**src/rtl/wr_ingress_if.sv**
```systemverilog
// rtl/wr_ingress_if.sv - upstream stream and write-pointer/full block signals of the write ingress stage
interface wr_ingress_if #(
  parameter int ADDR_SIZE = 4,
  parameter int DATA_SIZE = 8
);
  logic                 s_valid;
  logic [DATA_SIZE-1:0] s_data;
  logic                 s_ready;
  logic                 wr_full;
  logic [ADDR_SIZE:0]   wr_ptr;
  logic [ADDR_SIZE:0]   wr_q2_rptr;
  logic                 wr_inc;
  logic [DATA_SIZE-1:0] wr_data;
  logic [ADDR_SIZE:0]   wr_level;
  logic                 wr_afull;
  logic                 wr_err;

  modport master (
    output s_valid, s_data, wr_full, wr_ptr, wr_q2_rptr,
    input  s_ready, wr_inc, wr_data, wr_level, wr_afull, wr_err
  );

  modport slave (
    input  s_valid, s_data, wr_full, wr_ptr, wr_q2_rptr,
    output s_ready, wr_inc, wr_data, wr_level, wr_afull, wr_err
  );
endinterface

```
**src/rtl/wr_ingress.sv**
```systemverilog
// rtl/wr_ingress.sv - write-side skid buffer feeding the async FIFO, plus write-side level/almost-full/error
module wr_ingress #(
  parameter int ADDR_SIZE    = 4,
  parameter int DATA_SIZE    = 8,
  parameter int AFULL_THRESH = 12
) (
  input logic         wr_clk,
  input logic         wr_rst,
  wr_ingress_if.slave bus
);
  typedef enum logic [1:0] {
    EMPTY = 2'd0,
    ONE   = 2'd1,
    TWO   = 2'd2
  } state_t;

  localparam logic [ADDR_SIZE:0] AFULL_LVL = AFULL_THRESH[ADDR_SIZE:0];
  localparam logic [ADDR_SIZE:0] DEPTH_LVL = {1'b1, {ADDR_SIZE{1'b0}}};

  state_t               state;
  state_t               state_next;
  logic                 s_ready_q;
  logic [DATA_SIZE-1:0] head;
  logic [DATA_SIZE-1:0] tail;
  logic                 push;
  logic                 pop;
  logic                 load_head_in;
  logic                 load_tail_in;
  logic                 load_head_tail;

  logic [ADDR_SIZE:0]   wbin;
  logic [ADDR_SIZE:0]   rbin;
  logic [ADDR_SIZE:0]   diff;
  logic [ADDR_SIZE:0]   level_q;
  logic                 afull_q;
  logic                 err_q;

  function automatic logic [ADDR_SIZE:0] gray2bin(input logic [ADDR_SIZE:0] g);
    logic [ADDR_SIZE:0] b;
    b = g;
    for (int i = ADDR_SIZE - 1; i >= 0; i--) begin
      b[i] = b[i+1] ^ g[i];
    end
    return b;
  endfunction

  // s_ready is registered from next_state so the full flag's one-cycle lag is absorbed by the second slot
  always_ff @(posedge wr_clk or posedge wr_rst) begin
    if (wr_rst) begin
      state     <= EMPTY;
      s_ready_q <= 1'b0;
    end else begin
      state     <= state_next;
      s_ready_q <= (state_next != TWO);
    end
  end

  always_comb begin
    state_next     = state;
    load_head_in   = 1'b0;
    load_tail_in   = 1'b0;
    load_head_tail = 1'b0;
    case (state)
      EMPTY: begin
        if (push) begin
          state_next   = ONE;
          load_head_in = 1'b1;
        end
      end
      ONE: begin
        if (push && pop) begin
          load_head_in = 1'b1;
        end else if (push) begin
          state_next   = TWO;
          load_tail_in = 1'b1;
        end else if (pop) begin
          state_next = EMPTY;
        end
      end
      TWO: begin
        if (pop) begin
          state_next     = ONE;
          load_head_tail = 1'b1;
        end
      end
      default: state_next = EMPTY;
    endcase
  end

  // pop uses the same accept term as the pointer block, so every strobe is a committed write
  always_comb begin
    push         = bus.s_valid & s_ready_q;
    pop          = (state != EMPTY) & ~bus.wr_full;
    bus.s_ready  = s_ready_q;
    bus.wr_inc   = pop;
    bus.wr_data  = head;
  end

  always_ff @(posedge wr_clk or posedge wr_rst) begin
    if (wr_rst) begin
      head <= '0;
      tail <= '0;
    end else begin
      if (load_head_in) begin
        head <= bus.s_data;
      end else if (load_head_tail) begin
        head <= tail;
      end
      if (load_tail_in) begin
        tail <= bus.s_data;
      end
    end
  end

  // Modular subtraction handles pointer wrap; a difference beyond the depth means corrupt pointers
  always_comb begin
    wbin = gray2bin(bus.wr_ptr);
    rbin = gray2bin(bus.wr_q2_rptr);
    diff = wbin - rbin;
  end

  always_ff @(posedge wr_clk or posedge wr_rst) begin
    if (wr_rst) begin
      level_q <= '0;
      afull_q <= 1'b0;
      err_q   <= 1'b0;
    end else begin
      level_q <= diff;
      afull_q <= (diff >= AFULL_LVL);
      if (diff > DEPTH_LVL) begin
        err_q <= 1'b1;
      end
    end
  end

  assign bus.wr_level = level_q;
  assign bus.wr_afull = afull_q;
  assign bus.wr_err   = err_q;
endmodule

```
**src/flat_wrapper.sv**
```systemverilog
// flat-port wrapper written by rule: the top's interface ports become plain ports
module wr_ingress_flat 
#(
  parameter int ADDR_SIZE    = 4,
  parameter int DATA_SIZE    = 8,
  parameter int AFULL_THRESH = 12
)
  (wr_clk, wr_rst, bus_s_valid, bus_s_data, bus_wr_full, bus_wr_ptr, bus_wr_q2_rptr, bus_s_ready, bus_wr_inc, bus_wr_data, bus_wr_level, bus_wr_afull, bus_wr_err);
  wr_ingress_if #(.ADDR_SIZE(ADDR_SIZE), .DATA_SIZE(DATA_SIZE)) bus_i ();
  input logic wr_clk;
  input logic wr_rst;
  input wire logic [$bits(bus_i.s_valid)-1:0] bus_s_valid;
  input wire logic [$bits(bus_i.s_data)-1:0] bus_s_data;
  input wire logic [$bits(bus_i.wr_full)-1:0] bus_wr_full;
  input wire logic [$bits(bus_i.wr_ptr)-1:0] bus_wr_ptr;
  input wire logic [$bits(bus_i.wr_q2_rptr)-1:0] bus_wr_q2_rptr;
  output wire logic [$bits(bus_i.s_ready)-1:0] bus_s_ready;
  output wire logic [$bits(bus_i.wr_inc)-1:0] bus_wr_inc;
  output wire logic [$bits(bus_i.wr_data)-1:0] bus_wr_data;
  output wire logic [$bits(bus_i.wr_level)-1:0] bus_wr_level;
  output wire logic [$bits(bus_i.wr_afull)-1:0] bus_wr_afull;
  output wire logic [$bits(bus_i.wr_err)-1:0] bus_wr_err;
  assign bus_i.s_valid = bus_s_valid;
  assign bus_i.s_data = bus_s_data;
  assign bus_i.wr_full = bus_wr_full;
  assign bus_i.wr_ptr = bus_wr_ptr;
  assign bus_i.wr_q2_rptr = bus_wr_q2_rptr;
  assign bus_s_ready = bus_i.s_ready;
  assign bus_wr_inc = bus_i.wr_inc;
  assign bus_wr_data = bus_i.wr_data;
  assign bus_wr_level = bus_i.wr_level;
  assign bus_wr_afull = bus_i.wr_afull;
  assign bus_wr_err = bus_i.wr_err;
  wr_ingress #(.ADDR_SIZE(ADDR_SIZE), .DATA_SIZE(DATA_SIZE), .AFULL_THRESH(AFULL_THRESH)) u_core (.wr_clk(wr_clk), .wr_rst(wr_rst), .bus(bus_i));
endmodule
```
**config.mk**
```make
export PLATFORM = sky130hd
export DESIGN_NAME = wr_ingress_flat
export DESIGN_NICKNAME = d
export VERILOG_FILES = /design/src/rtl/wr_ingress_if.sv /design/src/rtl/wr_ingress.sv /design/src/flat_wrapper.sv
export SDC_FILE = /design/constraint.sdc
export NUM_CORES = 1
export LEC_CHECK = 0
export CORE_UTILIZATION = 30
export DETAILED_ROUTE_END_ITERATION = 6
export GPL_TIMING_DRIVEN = 0
export SYNTH_ARGS = -nofsm -noshare
export SYNTH_HDL_FRONTEND = slang
export SYNTH_SLANG_ARGS = --single-unit
```
**constraint.sdc**
```tcl
create_clock -name wr_clk -period 1.4 [get_ports wr_clk]
set_input_delay 0.28 -clock wr_clk [delete_from_list [all_inputs] [get_ports wr_clk]]
set_output_delay 0.28 -clock wr_clk [all_outputs]
set_load 0.02 [all_outputs]
```
==> results by group <==
Run status
  • Status: finished, violations left
  • Failing checks: setup timing

Worst setup path
  • Crit-path cells: buf_8 > xor2_4 > xnor2_2 > xor2_2 > xor2_1 > ha_2 > fa_1 > inv_1 > or3_1 > o32a_1
  • Worst path slowest cell: fa_1
  • Startpoint Class: input port
  • Worst-path fanout max: 2
  • CP Data Arrival Time: 2420 ps
  • WP data required: 1560 ps
  • CP endpoint kind: flop
  • FF-to-FF setup slack: 40 ps
  • CP delay by family, top: XOR/XNOR gates
  • Worst path buffer plus inverter count: 2
  • Crit path kind: input port to flop
  • CP max stage delay: 470 ps

Synth
  • Distinct cells, synth: 26
  • Avg Cell Area, Syn: 13.1 um^2
  • Synth top cells by count: dfrtp_1 (26), a21o_1 (9), a22o_1 (8), mux2_2 (8), inv_1 (6)
  • Yosys warns: 0
  • Cell with the most instances after synthesis: dfrtp_1
  • Mapped Nets: 125
  • Cell Area, Synth: 1290 um^2
  • Synth area leaders: dfrtp_1 (51%), mux2_2 (7.0%), a22o_1 (5.4%), a21o_1 (5.2%), ha_1 (3.9%)
  • Cells after Synth: 98
  • Ys flop type: dfrtp_1
  • Post-synthesis register bit count: 26
  • Post-synth EDFFs: 0
  • Async SR Flop Fraction: 1.00
  • Register area share after synthesis: 0.505
  • Synth area leader: dfrtp_1
  • Top cell type's share of synthesized area: 0.505

STA
  • Actual slew at the worst max-slew pin: 554 ps
  • Final period util: 1.62
  • Setup violations, final: 6
  • RSZ-0062 raised after global routing: yes
  • Fin Setup TNS: -3230 ps
  • Final Hold Fails: 0
  • Slew HR: 0.630
  • Min Hold Slack: 294 ps
  • Max Slew Vio Count: 0
  • Clock Skews: 2.24 ps
  • Max Clk Rate: 442 MHz
  • Setup WS post-layout: -864 ps
  • Minimum clock period: 2260 ps

Finish
  • Register area: 653 um^2
  • Share of layout cells above drive strength 1: 0.396
  • P&R area growth vs syn: 58.4%
  • Final Net Count: 187
  • Filler cells: 351
  • Area occupied by multi-input gates: 707 um^2
  • Antenna diode count: 0

Pwr
  • Comb power frac: 0.518
  • P_leak: 0.960 nW
  • Switching pwr: 1.27 mW
  • Clk network pwr share: 0.122
  • Flop pwr share: 0.360
  • Cell Int Power: 2.23 mW
  • P per Cell Area: 1720 nW/um^2
  • Sw Ratio: 0.363
  • Max VDD drop: 0.000772 V

Place
  • Placer Congestion: 0.831
  • DP HPWL: 1770 um
  • Port buffer count: 38

Run
  • Number of max-cap violations: 0

Floorplanning
  • Die H: 67.5 um
  • Die width: 67.5 um
  • # rows: 23
  • I/O pin total: 39
  • Die Area: 4560 um^2
  • Initial core utilization: 0.317
  • Core Area: 4060 um^2

Global routing
  • First-pass GRT wire length: 4110 um
  • Initial antenna violation count: 0
  • Met3 usage in global routing: 0.0270
  • Tot GR Track Use: 0.124
  • Vias in the first global route: 943
  • Gr ovfl total: 0
  • Largest net degree at the start of global routing: 27
  • Global-route met1 utilization: 0.139
  • GRT busiest layer: met2
  • Met2 Use GR: 0.217

Drt
  • Routed wire length: 2640 um
  • DRT Pass-1 Iters: 2
  • Initial DRC Count: 33
  • Remaining DRCs: 0
  • Post-DRT Antenna Nets: 0
  • DR vias/cell: 4.51
  • Wire length per cell: 12.6 um
  • Routed via count: 942

Clock tree
  • Root Driver: clkbuf_8
  • Clk_lat worst skew: 270 ps
  • CTS tree: done
  • Max H-tree Level: 1
  • Clock Path Buffers: 2
  • CTS sink cnt: 26
  • Reg clk slew, reported paths: 80 ps
  • CTS Buf Count: 3

Worst hold path
  • Hold Path Class: input port to flop
[worst reg2reg max path: cells and delay by family (launching register included)]
kind                   cells  cell delay (ps)
AO/OA/AOI/OAI              2              370
flip-flops                 1              400
buffers and inverters      2              260
AND/OR/NAND/NOR            2              220
[final timing paths]
check                                              end  cells past startpoint                   from
worst min register to register   u_core.bus.wr_data[1]                      1  u_core.bus.wr_data[1]
min in group asynchronous       u_core.bus.wr_level[2]                      2                 wr_rst
max in group asynchronous              u_core.state[0]                      2                 wr_rst
worst max register to register   u_core.bus.wr_data[2]                      6        u_core.state[0]
worst max-delay path                 u_core.bus.wr_err                     10          bus_wr_ptr[3]
worst min-delay path                u_core.bus.s_ready                      2            bus_wr_full
[layer usage]
metal | up-vias | share of wire
met5 | - | 0
met4 | 0 | 0.017
li1 | 453 | -
met2 | 33 | 0.49
met1 | 451 | 0.42
met3 | 5 | 0.074
[logic make-up after synthesis]
family,Yosys count,synth area share
xor gates and xnor gates,13,0.118
muxes,9,0.0777
buffers and inverters,7,0.0214
DFF,26,0.505
adders and majority gates,5,0.0544
AOI/OAI and AO/OA,22,0.132
and+or+nand+nor,16,0.0914
[power by group through the flow]
stage / Sequential (mW) / Combinational (mW) / Clock (mW)
6_report: 1.26 / 1.82 / 0.428
2_1_floorplan: 1.52 / 0.740 / 0
3_5_place_dp: 1.29 / 1.63 / 0
3_3_place_gp: 1.28 / 1.60 / 0
4_1_cts: 1.25 / 1.73 / 0.443
5_1_grt: 1.30 / 1.96 / 0.472
[cell type report]
type | instances | area share
Multi-Input combinational cell | 65 | 0.347
Buffer | 1 | 0.00368
Sequential cell | 26 | 0.320
Timing Repair Buffer | 57 | 0.263
Inverter | 6 | 0.0141
Clock buffer | 4 | 0.0221
Tap cell | 50 | 0.0307
[layout by cell type, fill, tap and decap left out, drive strengths merged, types with 2 or more instances in the layout]
cell type	synthesis	routed
inv	6	5
buf	1	25
ha	4	4
dfrtp	26	26
clkbuf	0	5
xor2	7	7
a21o	9	9
nor2	6	6
nand2	3	3
dlygate4sd2	0	18
mux2	8	8
xnor2	6	6
a22o	8	8
clkdlybuf4s50	0	13
nor3b	2	2
nand2b	2	2
a21oi	2	2
[through the flow]
step           worst slack, ps  power, mW   util  instances  area, um^2
2_1_floorplan            -1010       2.26      -         98        1320
3_3_place_gp             -1710       2.88  0.435        186        1770
3_5_place_dp             -1730       2.91  0.435        186        1770
4_1_cts                   -971       3.42  0.491        206        1990
5_1_grt                   -924       3.73  0.503        209        2040
6_report                  -864       3.50  0.503        209        2040
[registers in the layout, summed over array words and instances, names as in the netlist]
name / cells
u_core.bus.s_ready: 1
u_core.state: 2
u_core.bus.wr_level: 5
u_core.bus.wr_data: 8
u_core.bus.wr_afull: 1
u_core.tail: 8
u_core.bus.wr_err: 1
[timing repair]
action,4_1_cts,5_1_grt
hold buffers,0,0
setup endpoints to repair,40,15
pin swaps,18,17
buffers inserted,16,5
endpoints found under the hold margin,0,0
gates resized for setup,63,11
(Power assumes the default switching activity.)
